[src/rtl/alu_pkg.sv]
// Shared definitions for the handshaked ALU: op codes, flag bit positions,
// FSM state encoding and a flag-packing helper.
package alu_pkg;

    localparam logic [3:0] OP_ADD = 4'd0;
    localparam logic [3:0] OP_SUB = 4'd1;
    localparam logic [3:0] OP_AND = 4'd2;
    localparam logic [3:0] OP_OR  = 4'd3;
    localparam logic [3:0] OP_XOR = 4'd4;
    localparam logic [3:0] OP_SHL = 4'd5;
    localparam logic [3:0] OP_SHR = 4'd6;
    localparam logic [3:0] OP_SRA = 4'd7;
    localparam logic [3:0] OP_MUL = 4'd8;
    localparam logic [3:0] OP_SLT = 4'd9;

    localparam int FLAG_Z = 0;
    localparam int FLAG_C = 1;
    localparam int FLAG_V = 2;
    localparam int FLAG_N = 3;

    typedef enum logic [1:0] {
        ST_IDLE = 2'd0,
        ST_BUSY = 2'd1,
        ST_DONE = 2'd2
    } alu_state_t;

    function automatic logic [3:0] make_flags(input logic n, input logic v,
                                              input logic c, input logic z);
        logic [3:0] f;
        f         = 4'b0000;
        f[FLAG_N] = n;
        f[FLAG_V] = v;
        f[FLAG_C] = c;
        f[FLAG_Z] = z;
        return f;
    endfunction

endpackage

[src/rtl/alu_mul_seq.sv]
// Iterative shift-add multiplier: one partial-product step per cycle, WIDTH steps.
// o_done and o_product are valid together in the cycle of the final step.
module alu_mul_seq #(
    parameter int WIDTH = 8
) (
    input  logic                 clk,
    input  logic                 rst,
    input  logic                 i_start,
    input  logic [WIDTH-1:0]     i_a,
    input  logic [WIDTH-1:0]     i_b,
    output logic                 o_done,
    output logic [2*WIDTH-1:0]   o_product
);

    localparam int CW = $clog2(WIDTH);

    logic [2*WIDTH-1:0] r_mcand;
    logic [WIDTH-1:0]   r_mplier;
    logic [2*WIDTH-1:0] r_prod;
    logic [CW-1:0]      r_cnt;
    logic               r_run;

    logic [2*WIDTH-1:0] w_prod_next;
    logic               w_last;

    assign w_prod_next = r_mplier[0] ? (r_prod + r_mcand) : r_prod;
    assign w_last      = r_run && (r_cnt == CW'(WIDTH - 1));

    // The product is taken from the next-value path so the caller can
    // register it on the same edge as the last iteration.
    assign o_done    = w_last;
    assign o_product = w_prod_next;

    always_ff @(posedge clk or posedge rst) begin
        if (rst) begin
            r_mcand  <= '0;
            r_mplier <= '0;
            r_prod   <= '0;
            r_cnt    <= '0;
            r_run    <= 1'b0;
        end else if (i_start) begin
            r_mcand  <= {{WIDTH{1'b0}}, i_a};
            r_mplier <= i_b;
            r_prod   <= '0;
            r_cnt    <= '0;
            r_run    <= 1'b1;
        end else if (r_run) begin
            r_prod   <= w_prod_next;
            r_mcand  <= r_mcand << 1;
            r_mplier <= r_mplier >> 1;
            if (w_last) begin
                r_run <= 1'b0;
                r_cnt <= '0;
            end else begin
                r_cnt <= r_cnt + CW'(1);
            end
        end
    end

endmodule

[src/rtl/alu_seq.sv]
// Handshaked ALU with status flags, sequential multiply and accumulator feedback.
// IDLE accepts a request, BUSY runs the multiplier, DONE holds the result until consumed.
module alu_seq
    import alu_pkg::*;
#(
    parameter int WIDTH = 8
) (
    input  logic               clk,
    input  logic               rst,
    input  logic               in_valid,
    output logic               in_ready,
    input  logic [3:0]         op,
    input  logic [WIDTH-1:0]   a,
    input  logic [WIDTH-1:0]   b,
    input  logic               use_acc,
    output logic               out_valid,
    input  logic               out_ready,
    output logic [WIDTH-1:0]   result,
    output logic [3:0]         flags,
    output logic               err
);

    localparam int SHW = $clog2(WIDTH);

    alu_state_t         r_state;
    logic [WIDTH-1:0]   r_acc;
    logic [WIDTH-1:0]   r_result;
    logic [3:0]         r_flags;
    logic               r_err;
    logic               r_out_valid;

    logic [WIDTH-1:0]   w_a_eff;
    logic [SHW-1:0]     w_shamt;
    logic [WIDTH:0]     w_sum;
    logic [WIDTH-1:0]   w_res;
    logic               w_c;
    logic               w_v;
    logic               w_err;
    logic [3:0]         w_flags;
    logic               w_accept;
    logic               w_mul_start;
    logic               w_mul_done;
    logic [2*WIDTH-1:0] w_mul_prod;
    logic [WIDTH-1:0]   w_mul_lo;
    logic [3:0]         w_mul_flags;

    assign w_a_eff     = use_acc ? r_acc : a;
    assign w_shamt     = b[SHW-1:0];
    assign w_accept    = in_valid && (r_state == ST_IDLE);
    assign w_mul_start = w_accept && (op == OP_MUL);

    always_comb begin
        w_sum = '0;
        w_res = '0;
        w_c   = 1'b0;
        w_v   = 1'b0;
        w_err = 1'b0;
        case (op)
            OP_ADD: begin
                w_sum = {1'b0, w_a_eff} + {1'b0, b};
                w_res = w_sum[WIDTH-1:0];
                w_c   = w_sum[WIDTH];
                w_v   = (w_a_eff[WIDTH-1] == b[WIDTH-1]) &&
                        (w_res[WIDTH-1] != w_a_eff[WIDTH-1]);
            end
            OP_SUB: begin
                // Bit WIDTH of the extended difference is the borrow.
                w_sum = {1'b0, w_a_eff} - {1'b0, b};
                w_res = w_sum[WIDTH-1:0];
                w_c   = ~w_sum[WIDTH];
                w_v   = (w_a_eff[WIDTH-1] != b[WIDTH-1]) &&
                        (w_res[WIDTH-1] != w_a_eff[WIDTH-1]);
            end
            OP_AND: w_res = w_a_eff & b;
            OP_OR:  w_res = w_a_eff | b;
            OP_XOR: w_res = w_a_eff ^ b;
            OP_SHL: w_res = w_a_eff << w_shamt;
            OP_SHR: w_res = w_a_eff >> w_shamt;
            OP_SRA: w_res = $signed(w_a_eff) >>> w_shamt;
            OP_MUL: w_err = 1'b0;
            OP_SLT: w_res = {{(WIDTH-1){1'b0}}, ($signed(w_a_eff) < $signed(b))};
            default: w_err = 1'b1;
        endcase
        w_flags = make_flags(w_res[WIDTH-1], w_v, w_c, (w_res == '0));
    end

    alu_mul_seq #(
        .WIDTH (WIDTH)
    ) u_mul (
        .clk       (clk),
        .rst       (rst),
        .i_start   (w_mul_start),
        .i_a       (w_a_eff),
        .i_b       (b),
        .o_done    (w_mul_done),
        .o_product (w_mul_prod)
    );

    assign w_mul_lo    = w_mul_prod[WIDTH-1:0];
    assign w_mul_flags = make_flags(w_mul_lo[WIDTH-1], 1'b0,
                                    |w_mul_prod[2*WIDTH-1:WIDTH], (w_mul_lo == '0));

    always_ff @(posedge clk or posedge rst) begin
        if (rst) begin
            r_state     <= ST_IDLE;
            r_acc       <= '0;
            r_result    <= '0;
            r_flags     <= '0;
            r_err       <= 1'b0;
            r_out_valid <= 1'b0;
        end else begin
            case (r_state)
                ST_IDLE: begin
                    if (w_accept) begin
                        if (op == OP_MUL) begin
                            r_state <= ST_BUSY;
                        end else begin
                            r_result    <= w_res;
                            r_flags     <= w_flags;
                            r_err       <= w_err;
                            r_out_valid <= 1'b1;
                            r_state     <= ST_DONE;
                            // Illegal ops report but leave the accumulator alone.
                            if (!w_err) begin
                                r_acc <= w_res;
                            end
                        end
                    end
                end
                ST_BUSY: begin
                    if (w_mul_done) begin
                        r_result    <= w_mul_lo;
                        r_flags     <= w_mul_flags;
                        r_err       <= 1'b0;
                        r_acc       <= w_mul_lo;
                        r_out_valid <= 1'b1;
                        r_state     <= ST_DONE;
                    end
                end
                ST_DONE: begin
                    if (out_ready) begin
                        r_out_valid <= 1'b0;
                        r_state     <= ST_IDLE;
                    end
                end
                default: begin
                    r_out_valid <= 1'b0;
                    r_state     <= ST_IDLE;
                end
            endcase
        end
    end

    assign in_ready  = (r_state == ST_IDLE);
    assign out_valid = r_out_valid;
    assign result    = r_result;
    assign flags     = r_flags;
    assign err       = r_err;

endmodule

[config.mk]
export PLATFORM = sky130hd
export DESIGN_NAME = alu_seq
export DESIGN_NICKNAME = d
export VERILOG_FILES = /design/src/rtl/alu_pkg.sv /design/src/rtl/alu_mul_seq.sv /design/src/rtl/alu_seq.sv
export SDC_FILE = /design/constraint.sdc
export NUM_CORES = 1
export LEC_CHECK = 0
export CORE_ASPECT_RATIO = 0.9
export CORE_MARGIN = 1.5
export CORE_UTILIZATION = 58
export CTS_CLUSTER_DIAMETER = 30
export DETAILED_ROUTE_END_ITERATION = 8
export GPL_TIMING_DRIVEN = 1
export PLACE_DENSITY = 0.8
export SKIP_LAST_GASP = 1
export SLEW_MARGIN = 0
export SYNTH_ARGS = -nofsm -noshare
export SYNTH_HDL_FRONTEND = slang
export SYNTH_HIERARCHICAL = 1
export SYNTH_SLANG_ARGS = --single-unit
[constraint.sdc]
create_clock -name clk -period 4.9 [get_ports clk]
set_input_delay 0.98 -clock clk [delete_from_list [all_inputs] [get_ports clk]]
set_output_delay 0.98 -clock clk [all_outputs]
set_load 0.03 [all_outputs]
; ---- After elaboration in Yosys (flattened, before gate mapping)
; Cells that the tools add are included.
[totals]
output_inout_bits = 15
in_bits = 25
register_bits = 68
wordCells = 105
[classes]
n_bitwise = 4
n_addsub = 4
shifts = 3
n_eq_ne = 21
n_reduce_logical = 17
mux = 44
n_lt_le_gt_ge = 1
[ops]
columns = operator, count
row1 = 16-bit 2-to-1 mux, 5
row2 = 8-bit 2-to-1 mux, 9
row3 = 8-bit one-hot mux with 9 select lines, 1
row4 = 8-bit one-hot mux with 2 select lines, 2
row5 = 16-bit adder, 1
row6 = 4-bit by 3-bit equality test with 1-bit output (second input constant), 4
row7 = 8-bit zero test, 2
row8 = 4-bit 2-to-1 mux, 3
row9 = 1-bit 2-to-1 mux, 11
row10 = 10-bit OR reduction, 1
row11 = 8-bit by 8-bit adder with 9-bit output, 1
row12 = 3-bit 2-to-1 mux, 3
row13 = 8-bit by 8-bit subtractor with 9-bit output, 1
row14 = 8-bit AND, 1
row15 = 4-bit by 2-bit equality test with 1-bit output (second input constant), 2
row16 = 4-bit equality test (second input constant), 2
row17 = 8-bit less-than comparator, 1
row18 = 2-bit 2-to-1 mux, 4
row19 = 8-bit OR, 1
row20 = 4-bit one-hot mux with 2 select lines, 1
row21 = 4-bit AND reduction, 2
row22 = 8-bit OR reduction, 1
row23 = 8-bit by 3-bit << shifter with 8-bit output, 1
row24 = 8-bit by 3-bit right shift with 8-bit output, 1
row25 = 21 further kinds, 33

; ---- Longest topological paths before layout
; Gate-level depths: netlist (run 1).
[depth]
word_depth = 8
ltp_mapped = 14
depth_no_buf = 12

; ---- Cells and area by module
; Netlist (run 1), hierarchy kept.
[modules_own_cells]
columns = mod, cells_each, n_inst, seq_area_each_um2, area_each_um2
row1 = alu_seq, 403, 1, 575.6, 3344.5
row2 = alu_mul_seq, 319, 1, 1101.1, 2917.8

; ---- Least setup slack after synthesis (run 1)
; Ideal clock, no wire load.
[synth_timing]
path_type = input -> register
start = input port use_acc
end = register r_flags[0], in the netlist flags[0]
path_buffers = 2
required_time_ns = 4.774
arrival_ns = 3.833
cell_stages = 14
slack_ns = 0.942
setup_time_ns = 0.126
cell_sequence = buf_2 -> buf_2 -> mux2_2 -> inv_1 -> ha_1 -> inv_1 -> fa_1 -> nor2b_1 -> o311a_1 -> o31a_1 -> nor4_1 -> nor3_1 -> nor2b_1 -> a221o_1
[synth_via]
elab_chain_len = 7
elab_cells_between_ends = 15
cone_classes = add/sub: 2 / order compare: 1 / shift: 3 / mux: 5 / bitwise: 3 / reduce/logical: 1
[synth_rtl]
columns = element, line_no
row1 = "start, declared", alu_seq.sv:15  ; input logic use_acc,
row2 = 8-bit 2-to-1 mux *, alu_seq.sv:47  ; assign w_a_eff = use_acc ? r_acc : a;
row3 = named net w_a_eff[0], alu_seq.sv:32  ; logic [WIDTH-1:0] w_a_eff;
row4 = 8-bit by 8-bit subtractor with 9-bit output (tied with other cells), alu_seq.sv:68  ; w_sum = {1'b0, w_a_eff} - {1'b0, b};
row5 = 8-bit one-hot mux with 9 select lines *, alu_seq.sv:58  ; case (op)
row6 = 8-bit zero test *, alu_seq.sv:84  ; w_flags = make_flags(w_res[WIDTH-1], w_v, w_c, (w_res == '0));
row7 = 4-bit 2-to-1 mux *, alu_seq.sv:115  ; if (op == OP_MUL) begin
row8 = 4-bit 2-to-1 mux *, alu_seq.sv:114  ; if (w_accept) begin
row9 = 4-bit one-hot mux with 2 select lines *, alu_seq.sv:112  ; case (r_state)
row10 = "end signal, assigned", alu_seq.sv:119  ; r_flags <= w_flags;
row11 = "end signal, assigned", alu_seq.sv:133  ; r_flags <= w_mul_flags;
row12 = "end, declared", alu_seq.sv:28  ; logic [3:0] r_flags;
; The timed path passes the listed nets; every way through them passes the cells marked *. The select of a mux whose other input is x is not followed.
; A chain may end at the register's enable or synchronous reset.

; ---- Worst setup path in the final report (run 1)
; Same ends and word-level chain as after synthesis.

==> results of run 1 <==
-- power groups by stage --
stage	sequential, uW	combinational [uW]	clock (uW)
finish	990	1950	721
global route	1010	2120	745
CTS	979	1910	729
detailed placement	985	1890	0
global placement	968	1820	0
floorplan	958	1370	0
-- registers in the layout (all words and copies together), names as in the netlist --
signal,count
u_mul/r_mcand,16
u_mul/r_prod,16
r_acc,8
result,8
u_mul/r_mplier,8
flags,3
u_mul/r_cnt,3
r_state,2
err,1
out_valid,1
u_mul/r_run,1
-- critical path, delay by kind of cell --
| family | cells | cell delay (ns) |
|---|---|---|
| simple gates | 4 | 1.34 |
| buf+inv | 3 | 0.88 |
| compound gates | 3 | 0.60 |
| mux | 1 | 0.48 |
| fa+ha+maj | 1 | 0.33 |
-- synthesized netlist by cell type (5+ instances only) --
library cell	number	area, um2
nand2_1	80	300
nor2_1	69	259
dfrtp_1	67	1680
mux2i_1	47	470
ha_1	42	526
o21ai_0	42	210
a21oi_1	28	140
inv_1	28	105
clkbuf_1	22	82.6
nand3_1	19	95.1
a21o_1	14	105
buf_2	14	70.1
nor3_1	12	60.1
nor4_1	12	75.1
a211oi_1	11	82.6
mux2_2	11	124
nor2b_1	11	68.8
nand2b_1	10	62.6
mux4_2	9	203
o211ai_1	8	60.1
xnor2_1	8	70.1
a31oi_1	6	37.5
nand4_1	6	37.5
o21bai_1	6	45.0
or3_1	6	37.5
a22o_1	5	43.8
and3_1	5	31.3
mux4_1	5	131
o21a_1	5	37.5
o31ai_1	5	37.5
or2_2	5	31.3
-- per-layer routing --
layer | part of all wire [%] | global-route usage [%] | wire length (um)
met3 | 10 | 8.08 | 2050
met1 | 43 | 52.0 | 8690
met4 | 2.6 | 12.1 | 529
met5 | 0 | 0 | 0
met2 | 44 | 54.1 | 8750
-- cell type report --
cell class / count / share of cell area (%)
Sequential cell: 67 / 23.6
Timing Repair Buffer: 61 / 7.82
Multi-Input combinational cell: 579 / 60.1
Clock inverter: 6 / 1.34
Clock buffer: 10 / 3.22
Tap cell: 129 / 2.27
Inverter: 31 / 1.64
-- worst max-delay path by stage --
| stage | from | slack [ns] | endpoint |
|---|---|---|---|
| 6_report | use_acc | 0.56 | flags[0] |
| 3_3_place_gp | use_acc | 0.36 | flags[0] |
| 5_1_grt | use_acc | 0.35 | flags[0] |
| 2_1_floorplan | use_acc | 0.94 | flags[0] |
| 4_1_cts | use_acc | 0.67 | flags[0] |
| 3_5_place_dp | use_acc | 0.34 | flags[0] |
-- through the flow --
step	worst slack (ns)	area, um2	hold slack [ns]	utilization [%]
2_1_floorplan	0.942	6260	0.475	-
3_3_place_gp	0.359	6780	0.463	65.3
3_5_place_dp	0.343	6780	0.471	65.3
4_1_cts	0.666	7100	0.486	68.4
5_1_grt	0.346	7100	0.502	68.4
6_report	0.565	7100	0.483	68.4
-- cell families (layout without fill, tap and decap cells) --
logic type / Yosys count / after routing / synth area share, %
flops: 67 / 67 / 26.8
simple gates: 263 / 263 / 20.6
mux: 73 / 73 / 15.1
compound gates: 188 / 188 / 21.6
fa+ha+maj: 45 / 45 / 9.35
buf+inv: 76 / 108 / 5.19
xor+xnor: 10 / 10 / 1.40
==> run_results.csv, run 1 <==
group,metric,value,unit
synth,synth_cell_types,90,
worst_setup_path,cpPeakStageDelay,0.62,ns
sta,finalSetupTns,0,ns
clocking,htreeDepth,3,
worst_setup_path,path_cells,"clkdlybuf4s50_1 -> buf_4 -> mux2_2 -> inv_1 -> ha_1 -> a21oi_1 -> a211o_1 -> and4_1 -> nor4bb_1 -> nand4b_1 -> nor4_1 -> a221o_1",
worst_setup_path,reg2reg_from,"r_acc[0]",
worst_setup_path,critical_path_required,5.18,ns
synth,syn_inst,722,
global_route,grt_usage,36.1,%
synth,synth-warning-count,6,
worst_setup_path,arrival,4.61,ns
pwr,power_switching,1650,uW
global_route,grt_pass1_wl,31.6,mm
pwr,clockPowerShare,19.7,%
worst_setup_path,worstPathMaxFanout,24,
clocking,cts_buffers,9,
finish,fillers,832,
die,start_util,60.3,%
finish,ff_latch_area,1680,um2
finish,fin_nets,819,
global_route,grt_max_degree,59,
sta,maxSlewViolCount,0,
worst_setup_path,r2r_slack,1.42,ns
pwr,swShare,45.0,%
finish,diodes,0,
global_route,grt_pass1_vias,5804,
finish,drive_above_1_share,11.1,%
clocking,path_clk_slew,0.06,ns
pwr,internal_power,2010,uW
die,core_area,10400,um2
drt,via_per_inst,6.89,
finish,multi_input_area,4270,um2
hold_path,hp-start,"result[3]",
die,chipWidth,113,um
drt,vias,6086,
drt,drt-total-wl,20.0,mm
clocking,cts_sinks,67,
synth,async_flop_share,100,%
drt,dr.first_iter.drc_count,763,
sta,tightest_slew,1.10,ns
pwr,powerDensity,515,nW/um2
drt,routedWlPerCell,22.7,um
global_route,antenna_found_initial,0,
sta,final-setup-viol-count,0,
clocking,hold_buffers,0,
global_route,overflow,0,
clocking,ctsResizeCount,0,
flow_run,cap_violations,0,
synth,synth.avg_cell_area,8.67,um2
clocking,post-cts-setup-buffers,0,
pwr,vdd_drop_max,0.000429,V
sta,max_freq,231,MHz
drt,detail_route.first_pass.iterations,9,
placement,place_inst,867,
die,rows,35,
worst_setup_path,rr_worst_depth,10,
finish,layout_commonest_cell,"nand2_1",
hold_path,hold_depth,1,
sta,slew_headroom,25.9,%
hold_path,min_to,"result[3]",
clocking,cts_tree,"yes",
sta,hold_viol,0,
finish,layout_common_cells,"80 x nand2_1, 69 x nor2_1, 67 x dfrtp_1",
worst_setup_path,cp_slowest_cell,"nor4bb_1",
pwr,seqPwrFrac,27.1,%
synth,synth_ff_type,"dfrtp_1",
status,violations,"design-rule violations",
drt,postRouteAntennaNets,0,
sta,rsz0062_at_grt,"no",
worst_setup_path,endpoint_kind,"flip-flop",
clocking,root_buffer,"clkbuf_16",
status,status,"complete, but fails checks",
sta,fin_skew,0.00738,ns
placement,gp_congestion,1.03,
synth,synth-edff-count,0,
clocking,clock_latency,0.34,ns
worst_setup_path,critPathLaunchType,"input pin",
worst_setup_path,crit_type,"in -> reg",
clocking,cts_buffer_depth,2,
finish,area_growth,13.4,%
die,die_h,102,um
placement,hpwl,14.8,mm
synth,ys_ff_latch,67,
sta,period_needed,4.34,ns
synth,syn-cell-area,6260,um2
die,die_area,11400,um2
hold_path,hp-class,"reg -> reg",
die,ios,40,
synth,syn_nets,792,
drt,drc_errors,2,
pwr,power.total,3660,uW
synth,yosysSeqAreaShare,26.8,%
pwr,p_comb_share,53.2,%
worst_setup_path,r2r-end,"flags[0]",
sta,timing.final.crit_share,88.5,%
placement,port_buffers,39,
pwr,leakage,0.00322,uW
finish,fin_cells,883,
Power figures use the tool's default switching activity.
==> inputs of run 2 (changes only) <==
--- a/config.mk
+++ b/config.mk
@@ -11,7 +11,7 @@
 export CTS_CLUSTER_DIAMETER = 30
 export DETAILED_ROUTE_END_ITERATION = 8
 export GPL_TIMING_DRIVEN = 1
-export PLACE_DENSITY = 0.8
+export PLACE_DENSITY = 0.78
 export SKIP_LAST_GASP = 1
 export SLEW_MARGIN = 0
 export SYNTH_ARGS = -nofsm -noshare
==> run 2 against run 1 <==
Effect of this change:
- the flow still finishes with violations (design-rule violations)
- die area did not move
- count of clock-buffer cells in the layout did not move
- total power fell by 1.7%
- critical path depth did not move
- sequential share of layout area rose by 0.21 points
- combinational power barely moved
- sequential cell count did not move
- worst setup slack got worse by 0.090 ns
- hold slack got worse by 0.0070 ns
- routed wire length rose by 1.7%
- via count fell by 1.0%
- core utilization fell by 0.55 points
==> run_results.csv, run 2 (same netlist as run 1, synthesis figures left out) <==
group,metric,value,unit
status,violations,"design-rule violations",
die,chipWidth,113,um
global_route,antenna_found_initial,2,
die,rows,35,
finish,fin_nets,815,
drt,postRouteAntennaNets,0,
die,start_util,60.3,%
pwr,vdd_drop_max,0.000598,V
global_route,grt_pass1_vias,5893,
clocking,htreeDepth,3,
clocking,cts_tree,"yes",
sta,max_freq,226,MHz
finish,layout_common_cells,"80 x nand2_1, 69 x nor2_1, 66 x dfrtp_1",
drt,via_per_inst,6.85,
worst_setup_path,cp_slowest_cell,"nor4bb_1",
clocking,hold_buffers,0,
sta,hold_viol,0,
clocking,post-cts-setup-buffers,0,
clocking,path_clk_slew,0.06,ns
clocking,root_buffer,"clkbuf_16",
sta,layout_setup_ws,0.475,ns
worst_setup_path,critical_path_required,5.17,ns
clocking,clock_latency,0.33,ns
sta,timing.final.crit_share,90.3,%
clocking,cts_sinks,67,
finish,layout_commonest_cell,"nand2_1",
drt,routedWlPerCell,23.2,um
finish,area_growth,12.5,%
finish,largestRegisters,"u_mul/r_mcand (16), u_mul/r_prod (16)",
sta,finalSetupTns,0,ns
global_route,grt_max_degree,45,
drt,drc_errors,2,
sta,rsz0062_at_grt,"no",
worst_setup_path,arrival,4.70,ns
clocking,cts_buffers,9,
worst_setup_path,r2r_slack,1.33,ns
global_route,overflow,0,
sta,whs,0.476,ns
drt,dr.first_iter.drc_count,690,
global_route,grt_pass1_wl,31.8,mm
worst_setup_path,path_cells,"clkdlybuf4s50_1 -> buf_4 -> mux2_2 -> inv_1 -> ha_1 -> a21oi_1 -> a211o_1 -> and4_1 -> nor4bb_1 -> nand4b_1 -> nor4_1 -> a221o_1",
status,status,"complete, but fails checks",
finish,drive_above_1_share,10.8,%
drt,vias,6024,
flow_run,cap_violations,0,
drt,drt-total-wl,20.4,mm
placement,hpwl,15.3,mm
drt,detail_route.first_pass.iterations,8,
sta,maxSlewViolCount,0,
finish,diodes,0,
placement,port_buffers,39,
sta,slew_headroom,43.1,%
worst_setup_path,worstPathMaxFanout,24,
sta,period_needed,4.43,ns
pwr,power.total,3600,uW
hold_path,hp-class,"reg -> reg",
pwr,powerDensity,511,nW/um2
die,ios,40,
finish,utilization,67.9,%
worst_setup_path,critPathLaunchType,"input pin",
die,die_area,11400,um2
sta,fin_skew,0.00896,ns
sta,final-setup-viol-count,0,
worst_setup_path,endpoint_kind,"flip-flop",
clocking,cts_buffer_depth,2,
die,core_area,10400,um2
die,die_h,102,um
pwr,leakage,0.00318,uW
placement,place_ws,0.322,ns
clocking,ctsResizeCount,0,
placement,gp_congestion,1.01,
sta,tightest_slew,0.852,ns
worst_setup_path,cpPeakStageDelay,0.64,ns
worst_setup_path,crit_type,"in -> reg",
global_route,grt_usage,36.4,%
## run 2: changes by cell type in the layout (fill, tap and decap cells not counted), sizes merged
cell      previous run  this run
buf                 22        18
clkinvlp             0         3
inv                 31        29
bufinv               2         1
## run 2: worst max-delay path, delay by kind of cell
family                   cells  cell delay [ns]
multiplexers                 1             0.48
buffers and inverters        3             0.90
AND/OR/NAND/NOR              4             1.33
AO/OA/AOI/OAI                3             0.66
adder cells (fa/ha/maj)      1             0.33
## run 2: final timing paths
check / from / depth (start not counted) / end
min in group asynchronous: rst / 3 / u_mul/r_cnt[2]
max: use_acc / 12 / flags[0]
min: result[4] / 1 / result[4]
max reg2reg: u_mul/r_mcand[0] / 11 / flags[1]
min reg2reg: result[4] / 1 / result[4]
max in group asynchronous: rst / 2 / flags[0]
## run 2: area by class of cell
cell class / instances / area [um2]
Sequential cell: 67 / 1680
Multi-Input combinational cell: 579 / 4270
Inverter: 31 / 116
Fill cell: 861 / 3340
Timing Repair Buffer: 57 / 526
Clock inverter: 6 / 66.3
Tap cell: 129 / 161
Clock buffer: 10 / 229
## run 2: per-stage QoR
stage | std cells | instance area (um2)
after global routing | 879 | 7040
after detailed placement | 863 | 6750
after floorplan | 722 | 6260
after global placement | 863 | 6750
after CTS | 879 | 7040
final | 879 | 7040
## run 2: where the power goes
part	internal [uW]	switching [uW]
sequential	759	234
clock	395	255
combinational	799	1150
total	1950	1640
## run 2: metal layers
metal | share of wire, % | routed length (um) | GRT usage [%] | vias up
li1 | - | - | - | 2716
met5 | 0.039 | 8 | 0 | -
met3 | 11 | 2170 | 11.3 | 61
met2 | 42 | 8510 | 53.9 | 325
met1 | 45 | 9120 | 50.8 | 2920
met4 | 2.8 | 565 | 12.6 | 2
